$ cat config.mk
export PLATFORM = sky130hd
export DESIGN_NAME = spis_qpimem_wr_arb_flat
export DESIGN_NICKNAME = d
export VERILOG_FILES = /design/src/rtl/spis_arb_pkg.sv /design/src/rtl/spis_qpimem_wr_arb_if.sv /design/src/rtl/spis_rr_pick.sv /design/src/rtl/spis_qpimem_wr_arb.sv /design/src/flat_wrapper.sv
export SDC_FILE = /design/constraint.sdc
export NUM_CORES = 1
export LEC_CHECK = 0
export ABC_CLOCK_PERIOD_IN_PS = 4200
export CORE_AREA = 4 4 78 80
export CTS_BUF_LIST = sky130_fd_sc_hd__clkbuf_4
export CTS_CLUSTER_SIZE = 16
export DETAILED_ROUTE_END_ITERATION = 8
export DIE_AREA = 0 0 82 84
export DONT_BUFFER_PORTS = 1
export PLACE_DENSITY_LB_ADDON = 0.05
export SYNTH_ARGS = -nofsm -noshare
export SYNTH_HDL_FRONTEND = slang
export SYNTH_SLANG_ARGS = --single-unit
$ cat constraint.sdc
create_clock -name clk -period 4.2 [get_ports clk]
set_input_delay 0.63 -clock clk [delete_from_list [all_inputs] [get_ports clk]]
set_output_delay 0.63 -clock clk [all_outputs]
set_load 0.1 [all_outputs]
$ cat src/rtl/spis_arb_pkg.sv
// Shared types for the qpimem write-port arbiter: FSM state encoding and owner index sizing.
package spis_arb_pkg;
    localparam int MAX_REQ = 8;
    localparam int OWNER_W = 3;

    typedef enum logic [1:0] {
        IDLE  = 2'd0,
        GRANT = 2'd1,
        TAIL  = 2'd2
    } state_t;
endpackage

$ cat src/rtl/spis_qpimem_wr_arb_if.sv
// Bus bundle between the burst writers, the arbiter and qpimem_arb's DMA write port.
interface spis_qpimem_wr_arb_if #(
    parameter int N_REQ = 2
);
    logic [N_REQ-1:0]    req_do_write;
    logic [32*N_REQ-1:0] req_addr;
    logic [32*N_REQ-1:0] req_wdata;
    logic [N_REQ-1:0]    req_next_word;
    logic                arb_do_write;
    logic                arb_next_word;
    logic [31:0]         arb_addr;
    logic [31:0]         arb_wdata;

    // master: the arbiter itself; slave: writers plus qpimem_arb as seen from outside
    modport master (
        input  req_do_write, req_addr, req_wdata, arb_next_word,
        output req_next_word, arb_do_write, arb_addr, arb_wdata
    );
    modport slave (
        output req_do_write, req_addr, req_wdata, arb_next_word,
        input  req_next_word, arb_do_write, arb_addr, arb_wdata
    );
endinterface

$ cat src/rtl/spis_rr_pick.sv
// Combinational round-robin picker: first set request at or after ptr, wrapping at N_REQ.
module spis_rr_pick
    import spis_arb_pkg::*;
#(
    parameter int N_REQ = 2
) (
    input  logic [N_REQ-1:0]   req,
    input  logic [OWNER_W-1:0] ptr,
    output logic               valid,
    output logic [OWNER_W-1:0] idx
);
    logic [2*N_REQ-1:0] rot;
    logic [OWNER_W:0]   sum;

    always_comb begin
        // rotate so that bit 0 of rot is the requester at ptr
        rot   = {req, req} >> ptr;
        valid = |req;
        idx   = '0;
        sum   = '0;
        for (int k = N_REQ - 1; k >= 0; k--) begin
            if (rot[k]) begin
                sum = {1'b0, ptr} + (OWNER_W + 1)'(k);
                if (sum >= (OWNER_W + 1)'(N_REQ))
                    sum = sum - (OWNER_W + 1)'(N_REQ);
                idx = sum[OWNER_W-1:0];
            end
        end
    end
endmodule

$ cat src/rtl/spis_qpimem_wr_arb.sv
// Round-robin arbiter sharing one qpimem_arb write port between N_REQ burst writers.
// Optional tail watchdog enabled by defining SPIS_ARB_WATCHDOG_EN.
module spis_qpimem_wr_arb
    import spis_arb_pkg::*;
#(
    parameter int N_REQ        = 2,
    parameter int TAIL_TIMEOUT = 255
) (
    input  logic                 clk,
    input  logic                 reset_n,
    spis_qpimem_wr_arb_if.master bus,
    output logic                 busy,
    output logic [OWNER_W-1:0]   owner,
    output logic                 wd_error
);
    if (N_REQ < 2 || N_REQ > MAX_REQ || TAIL_TIMEOUT < 1) begin : g_bad_param
        $error("spis_qpimem_wr_arb: N_REQ must be 2..%0d and TAIL_TIMEOUT >= 1", MAX_REQ);
    end

    state_t             state, state_nx;
    logic [OWNER_W-1:0] rr_ptr;
    logic [OWNER_W-1:0] pick_idx;
    logic               pick_valid;
    logic [N_REQ-1:0]   owner_mask;
    logic               owner_dw;
    logic               wd_fire;

    spis_rr_pick #(.N_REQ(N_REQ)) u_pick (
        .req   (bus.req_do_write),
        .ptr   (rr_ptr),
        .valid (pick_valid),
        .idx   (pick_idx)
    );

    assign owner_mask = N_REQ'(1) << owner;
    assign owner_dw   = |(bus.req_do_write & owner_mask);
    assign busy       = (state != IDLE);

    always_ff @(posedge clk or negedge reset_n) begin
        if (!reset_n) begin
            state  <= IDLE;
            owner  <= '0;
            rr_ptr <= '0;
        end else begin
            state <= state_nx;
            if (state == IDLE && pick_valid) begin
                owner  <= pick_idx;
                rr_ptr <= (pick_idx == OWNER_W'(N_REQ - 1)) ? '0 : pick_idx + 1'b1;
            end
        end
    end

    always_comb begin
        state_nx = state;
        case (state)
            IDLE:    if (pick_valid) state_nx = GRANT;
            // owner done: a next_word in the same cycle is the tail, otherwise wait for it
            GRANT:   if (!owner_dw) state_nx = bus.arb_next_word ? IDLE : TAIL;
            TAIL:    if (bus.arb_next_word || wd_fire) state_nx = IDLE;
            default: state_nx = IDLE;
        endcase
    end

    always_comb begin
        bus.arb_do_write  = 1'b0;
        bus.arb_addr      = '0;
        bus.arb_wdata     = '0;
        bus.req_next_word = '0;
        if (state != IDLE) begin
            bus.arb_do_write  = owner_dw;
            bus.req_next_word = N_REQ'(bus.arb_next_word) << owner;
            for (int i = 0; i < N_REQ; i++) begin
                if (owner == OWNER_W'(i)) begin
                    bus.arb_addr  = bus.req_addr[32*i +: 32];
                    bus.arb_wdata = bus.req_wdata[32*i +: 32];
                end
            end
        end
    end

`ifdef SPIS_ARB_WATCHDOG_EN
    localparam int WD_W = $clog2(TAIL_TIMEOUT + 1);
    logic [WD_W-1:0] wd_cnt;

    // fires on the TAIL_TIMEOUT-th TAIL cycle; the missing next_word is simply dropped
    assign wd_fire = (state == TAIL) && !bus.arb_next_word
                     && (wd_cnt == WD_W'(TAIL_TIMEOUT - 1));

    always_ff @(posedge clk or negedge reset_n) begin
        if (!reset_n) begin
            wd_cnt   <= '0;
            wd_error <= 1'b0;
        end else begin
            wd_cnt <= (state == TAIL) ? wd_cnt + 1'b1 : '0;
            if (wd_fire) wd_error <= 1'b1;
        end
    end
`else
    assign wd_fire  = 1'b0;
    assign wd_error = 1'b0;
`endif
endmodule

$ cat src/flat_wrapper.sv
// flat-port wrapper written by rule: the top's interface ports become plain ports
module spis_qpimem_wr_arb_flat import spis_arb_pkg::*;
#(
    parameter int N_REQ        = 2,
    parameter int TAIL_TIMEOUT = 255
)
  (clk, reset_n, busy, owner, wd_error, bus_req_do_write, bus_req_addr, bus_req_wdata, bus_arb_next_word, bus_req_next_word, bus_arb_do_write, bus_arb_addr, bus_arb_wdata);
  spis_qpimem_wr_arb_if #(.N_REQ(N_REQ)) bus_i ();
  input  logic clk;
  input  logic reset_n;
  output logic busy;
  output logic [OWNER_W-1:0] owner;
  output logic wd_error;
  input wire logic [$bits(bus_i.req_do_write)-1:0] bus_req_do_write;
  input wire logic [$bits(bus_i.req_addr)-1:0] bus_req_addr;
  input wire logic [$bits(bus_i.req_wdata)-1:0] bus_req_wdata;
  input wire logic [$bits(bus_i.arb_next_word)-1:0] bus_arb_next_word;
  output wire logic [$bits(bus_i.req_next_word)-1:0] bus_req_next_word;
  output wire logic [$bits(bus_i.arb_do_write)-1:0] bus_arb_do_write;
  output wire logic [$bits(bus_i.arb_addr)-1:0] bus_arb_addr;
  output wire logic [$bits(bus_i.arb_wdata)-1:0] bus_arb_wdata;
  assign bus_i.req_do_write = bus_req_do_write;
  assign bus_i.req_addr = bus_req_addr;
  assign bus_i.req_wdata = bus_req_wdata;
  assign bus_i.arb_next_word = bus_arb_next_word;
  assign bus_req_next_word = bus_i.req_next_word;
  assign bus_arb_do_write = bus_i.arb_do_write;
  assign bus_arb_addr = bus_i.arb_addr;
  assign bus_arb_wdata = bus_i.arb_wdata;
  spis_qpimem_wr_arb #(.N_REQ(N_REQ), .TAIL_TIMEOUT(TAIL_TIMEOUT)) u_core (.clk(clk), .reset_n(reset_n), .bus(bus_i), .busy(busy), .owner(owner), .wd_error(wd_error));
endmodule
==> results of run 1 <==
[state kept, by name, indices dropped and copies added (netlist names)]
| register | count |
|---|---|
| u_core.state | 2 |
| u_core.owner | 3 |
| u_core.rr_ptr | 3 |
[cells by family after synthesis]
logic type,share of synthesized area
fa+ha+maj,0.0452
other cells,0.00271
xor+xnor,0.00634
mux,0.00814
compound gates,0.434
buf+inv,0.0824
simple gates,0.276
flops,0.145
[worst paths after layout]
kind	endpoint	startpoint	slack, ps	cells after the start
worst min-delay path	u_core.owner[2]	reset_n	60	0
worst min register to register	u_core.state[1]	u_core.state[1]	590	2
max in group asynchronous	u_core.owner[0]	reset_n	4070	0
min in group clk	u_core.state[1]	bus_arb_next_word	420	1
worst max-delay path	bus_arb_addr[26]	u_core.owner[0]	1040	5
worst max register to register	u_core.rr_ptr[1]	u_core.state[0]	1560	5
[metal layers]
metal,vias up,wire [um],track usage
li1,883,-,-
met1,803,2110,0.165
met2,118,3160,0.295
met3,6,739,0.0551
met4,0,42,0.0196
met5,-,0,0
[through the flow]
stage,utilization,std cells
2_1_floorplan,-,213
3_3_place_gp,0.388,334
3_5_place_dp,0.388,334
4_1_cts,0.392,337
5_1_grt,0.392,337
6_report,0.392,337
[layout by cell type, fill, tap and decap left out]
cell / n
buf_4: 72
nor3_2: 1
o21ai_0: 4
or3_1: 1
dfrtp_1: 8
a21o_1: 1
nand3_1: 1
nand2_1: 3
xnor2_1: 1
a21boi_1: 1
nor3b_2: 1
conb_1: 1
and3_1: 2
nand3b_1: 1
a21oi_2: 1
a22oi_2: 2
a32o_2: 1
nor2_1: 2
nor2_2: 65
nor2_4: 1
nand2b_1: 6
a22oi_1: 65
nor2b_1: 1
a21oi_1: 5
mux2_2: 1
ha_1: 5
clkbuf_4: 3
o31ai_1: 1
or3b_1: 1
nand4bb_1: 1
nor3b_1: 1
inv_1: 5
[cell type report]
cell class,instances,area [um2],share of cell area
multi-input cells,177,1250,0.589
repair buffers,72,541,0.255
clock buffers,3,22.5,0.0106
well taps,72,90.1,0.0425
flip-flops and latches,8,200,0.0944
inverters,5,18.8,0.00885
==> metrics, run 1 <==
status=finished clean; post-CTS sizing=0; Initial DRC Count=93; synth warn=0; layout cells sized above 1=0.558; Most common cell on crit path=buf_4; DRT Pass-1 Iters=4; DPL Wire Length=5110 um; Crit Path Class=reg2out; Netlist cell types=31; later-pin clock latency in the skew report=260 ps; Worst Path Arrival=2530 ps; Max-cap violations=0; io pins=205; worst min-delay path class=in2async; max incr delay on CP=990 ps; Initial Utilization=0.256; cell count after synthesis=213; Worst Max-Slew Pin Slew=1110 ps; Synth area leader=a22oi_1; Rel. slew slack=0.253; worst hold slack=56.7 ps; gr usage total=0.156; post-CTS setup buffers=0; async set or reset register ratio after synthesis=1.00; Residual DRC=0; top cells by count, synth=68 x nor2_1, 65 x a22oi_1, 11 x clkbuf_1; Cell Area, Synth=1380 um2; Cell Rows=27; Critical Path Start Type=flop; vias=1810; Final Setup Violations=0; Port Buffers=0; CTS root buffer=clkbuf_4; Req. time, crit path=3570 ps; RSZ-0062 raised after global routing=false; post-synthesis sequential area ratio=0.145; Slew Viols, Final=0; initial antenna violation count=0; pin count of the biggest net entering global routing=67; crit path max fanout=38; die height=84 um; n_diodes=0; fin worst setup slack=1040 ps; Final TNS setup=0 ps; Clock Skew=6.13 ps; Worst path top cell family by delay=flip-flops; worst path bufs/invs=2; synth top area cells=a22oi_1 35%, nor2_1 18%, dfrtp_1 14%; fillers=575; Total Wirelength=6050 um; minimum clock period=3160 ps; die area=6890 um2; core area=5410 um2; number of synthesized register bits=8; syn_nets=351; Top FF cell, synth=dfrtp_1; area grow syn2layout=53.4%; Inserted Clock Buffers=3; TritonCTS clock tree=done; ratio of final minimum period to clock period=0.754; vias per inst=5.37; Final ANT Viol Nets=0; Congestion Overflow GR=0; Routed WL per cell=18.0 um; global-route wire length before repair=8750 um; count leader, synth=nor2_1; cell area after layout=2120 um2; share of the synthesized area in the top cell type=0.353; Crit. End Element=primary output; Post-synth EDFFs=0; vias in the first global route=1797; DIE WIDTH=82 um; Setup Slack @ Placement=1310 ps; crit-path cells=nor3b_2 > buf_4 > a22oi_1 > nor2_2 > buf_4; Max Root-Sink Buffers=2; Placed Area=2100 um2; Final Hold Viols=0; CTS hold repair buffers=0; fmax=316 MHz; slowest CP cell=dfrtp_1; Clock Pin Slew Worst Setup and Hold Paths=60 ps; H-tree depth=1; average size of a mapped cell=6.49 um2; final RePlAce weighted congestion=0.772; clk sinks=8; # nets final=405
Power of run 1 is left out: the tool's default activity adds up to more than one toggle a clock period on the data nets, which glitch-free logic cannot reach.
==> run 2, diff against run 1 <==
--- a/config.mk
+++ b/config.mk
@@ -5,7 +5,7 @@
 export SDC_FILE = /design/constraint.sdc
 export NUM_CORES = 1
 export LEC_CHECK = 0
-export ABC_CLOCK_PERIOD_IN_PS = 4200
+export ABC_CLOCK_PERIOD_IN_PS = 3200
 export CORE_AREA = 4 4 78 80
 export CTS_BUF_LIST = sky130_fd_sc_hd__clkbuf_4
 export CTS_CLUSTER_SIZE = 16
==> constraint.sdc (replaced) <==
create_clock -name clk -period 3.2 [get_ports clk]
set_input_delay 0.48 -clock clk [delete_from_list [all_inputs] [get_ports clk]]
set_output_delay 0.48 -clock clk [all_outputs]
set_load 0.1 [all_outputs]
==> metrics, run 2 (synthesis gave the netlist of run 1 again) <==
later-pin clock latency in the skew report=260 ps (about the same); die height=84 um (unchanged); RSZ-0062 raised after global routing=false; Residual DRC=0 (unchanged); biggest regs=u_core.owner (3), u_core.rr_ptr (3), u_core.state (2); DRT Pass-1 Iters=4 (unchanged); DIE WIDTH=82 um (unchanged); Total Wirelength=6730 um (+11%); Final TNS setup=0 ps (unchanged); Max-cap violations=0 (unchanged); CTS root buffer=clkbuf_4; Initial DRC Count=107 (+15%); final RePlAce weighted congestion=0.797 (+3.4%); H-tree depth=1 (unchanged); met3 GRT Util=0.0605 (+0.00540); vias=1943 (+7.3%); initial antenna violation count=0 (unchanged); Port Buffers=0 (unchanged); die area=6890 um2 (unchanged); Congestion Overflow GR=0 (unchanged); crit path max fanout=43 (+13%); Final ANT Viol Nets=0 (unchanged); Initial Utilization=0.256 (unchanged); gr usage total=0.173 (+0.0167); Routed WL per cell=19.6 um (+9.2%); most frequent cells in the layout=65 x a22oi_1, 60 x buf_12, 46 x nor2_2, 20 x nor2_4, 17 x buf_4; reg2reg setup slack=1200 ps (-360 ps); vias per inst=5.66 (+5.5%); layout cells sized above 1=0.565 (+0.00609); Max Root-Sink Buffers=2 (unchanged); post-CTS sizing=0 (unchanged); vias in the first global route=1865 (+3.8%); io pins=205 (unchanged); Final Setup Violations=0 (unchanged); core area=5410 um2 (unchanged); Rel. slew slack=0.199 (-0.0539); Inserted Clock Buffers=3 (unchanged); Setup Slack @ Placement=916 ps (-396 ps); Clock Pin Slew Worst Setup and Hold Paths=60 ps (about the same); # nets final=411 (+1.5%); M2 GR Usage=0.318 (+0.0228); worst min-delay path class=in2reg; Worst Path Arrival=2070 ps (-460 ps); GR peak layer=met2; Crit. End Element=primary output; area grow syn2layout=118%; fin worst setup slack=650 ps (-385 ps); minimum clock period=2550 ps; Final Hold Viols=0 (unchanged); pin count of the biggest net entering global routing=47 (-30%); Req. time, crit path=2720 ps (-850 ps); fmax=392 MHz; met1 Usage GRT=0.189 (+0.0233); Worst Max-Slew Pin Slew=1190 ps (+80.1 ps); n_diodes=0 (unchanged); global-route wire length before repair=9630 um (+10%); Crit Path Class=reg2out; Clock Skew=2.55 ps (-3.58 ps); DPL Wire Length=5810 um (+14%); status=finished clean; Critical Path Start Type=flop; Slew Viols, Final=0 (unchanged); TritonCTS clock tree=done; clk sinks=8 (unchanged); ratio of final minimum period to clock period=0.797; most common cell after layout, fill and taps aside=a22oi_1; Cell Rows=27 (unchanged)
[run 2: cell types whose count changed in the layout (fill, tap and decap cells not counted), sizes merged]
cell	delta
dlygate4sd3	+1
buf	+5
[run 2: worst max-delay path, cell delays in order, from the launching register on]
cell     delay (ps)
dfrtp_1         380
buf_4           240
nor3_2          200
buf_4           400
a22oi_1         180
nor2_2          110
buf_4           290
[run 2: per-stage QoR]
step / hold slack, ps / cells / instance area [um2] / utilization
6_report: 275 / 343 / 3010 / 0.558
5_1_grt: 269 / 343 / 3010 / 0.558
4_1_cts: 274 / 343 / 3010 / 0.558
3_5_place_dp: 185 / 339 / 2980 / 0.552
3_3_place_gp: 185 / 339 / 2980 / 0.552
2_1_floorplan: 184 / 213 / 1640 / -
[run 2: final cells by class]
cell class                 count  area [um2]
clock buffer                   3        22.5
fill                         485        2390
inverter                       5        18.8
multi-input combinational    177        1340
sequential                     8         200
tap                           72        90.1
timing repair buffer          78        1340
[run 2: what timing repair did]
item,CTS,global route
buffers inserted,0,0
hold buffers,1,0
hold endpoints to repair,8,0
[run 2: worst paths after layout]
check | startpoint | to | cells after the start
min in group asynchronous | reset_n | u_core.owner[0] | 1
setup / recovery | u_core.owner[0] | bus_arb_addr[10] | 6
setup reg to reg | u_core.state[0] | u_core.rr_ptr[1] | 5
hold reg to reg | u_core.state[1] | u_core.state[1] | 2
max in group asynchronous | reset_n | u_core.owner[2] | 1
hold / removal | bus_arb_next_word | u_core.state[1] | 1
[run 2: per-layer routing]
| metal | vias up | wire [um] |
|---|---|---|
| met2 | 140 | 3600 |
| met1 | 901 | 2220 |
| met4 | 0 | 56 |
| met3 | 9 | 855 |
| met5 | - | 0 |
| li1 | 893 | - |
Power of run 2 is left out for the same reason.
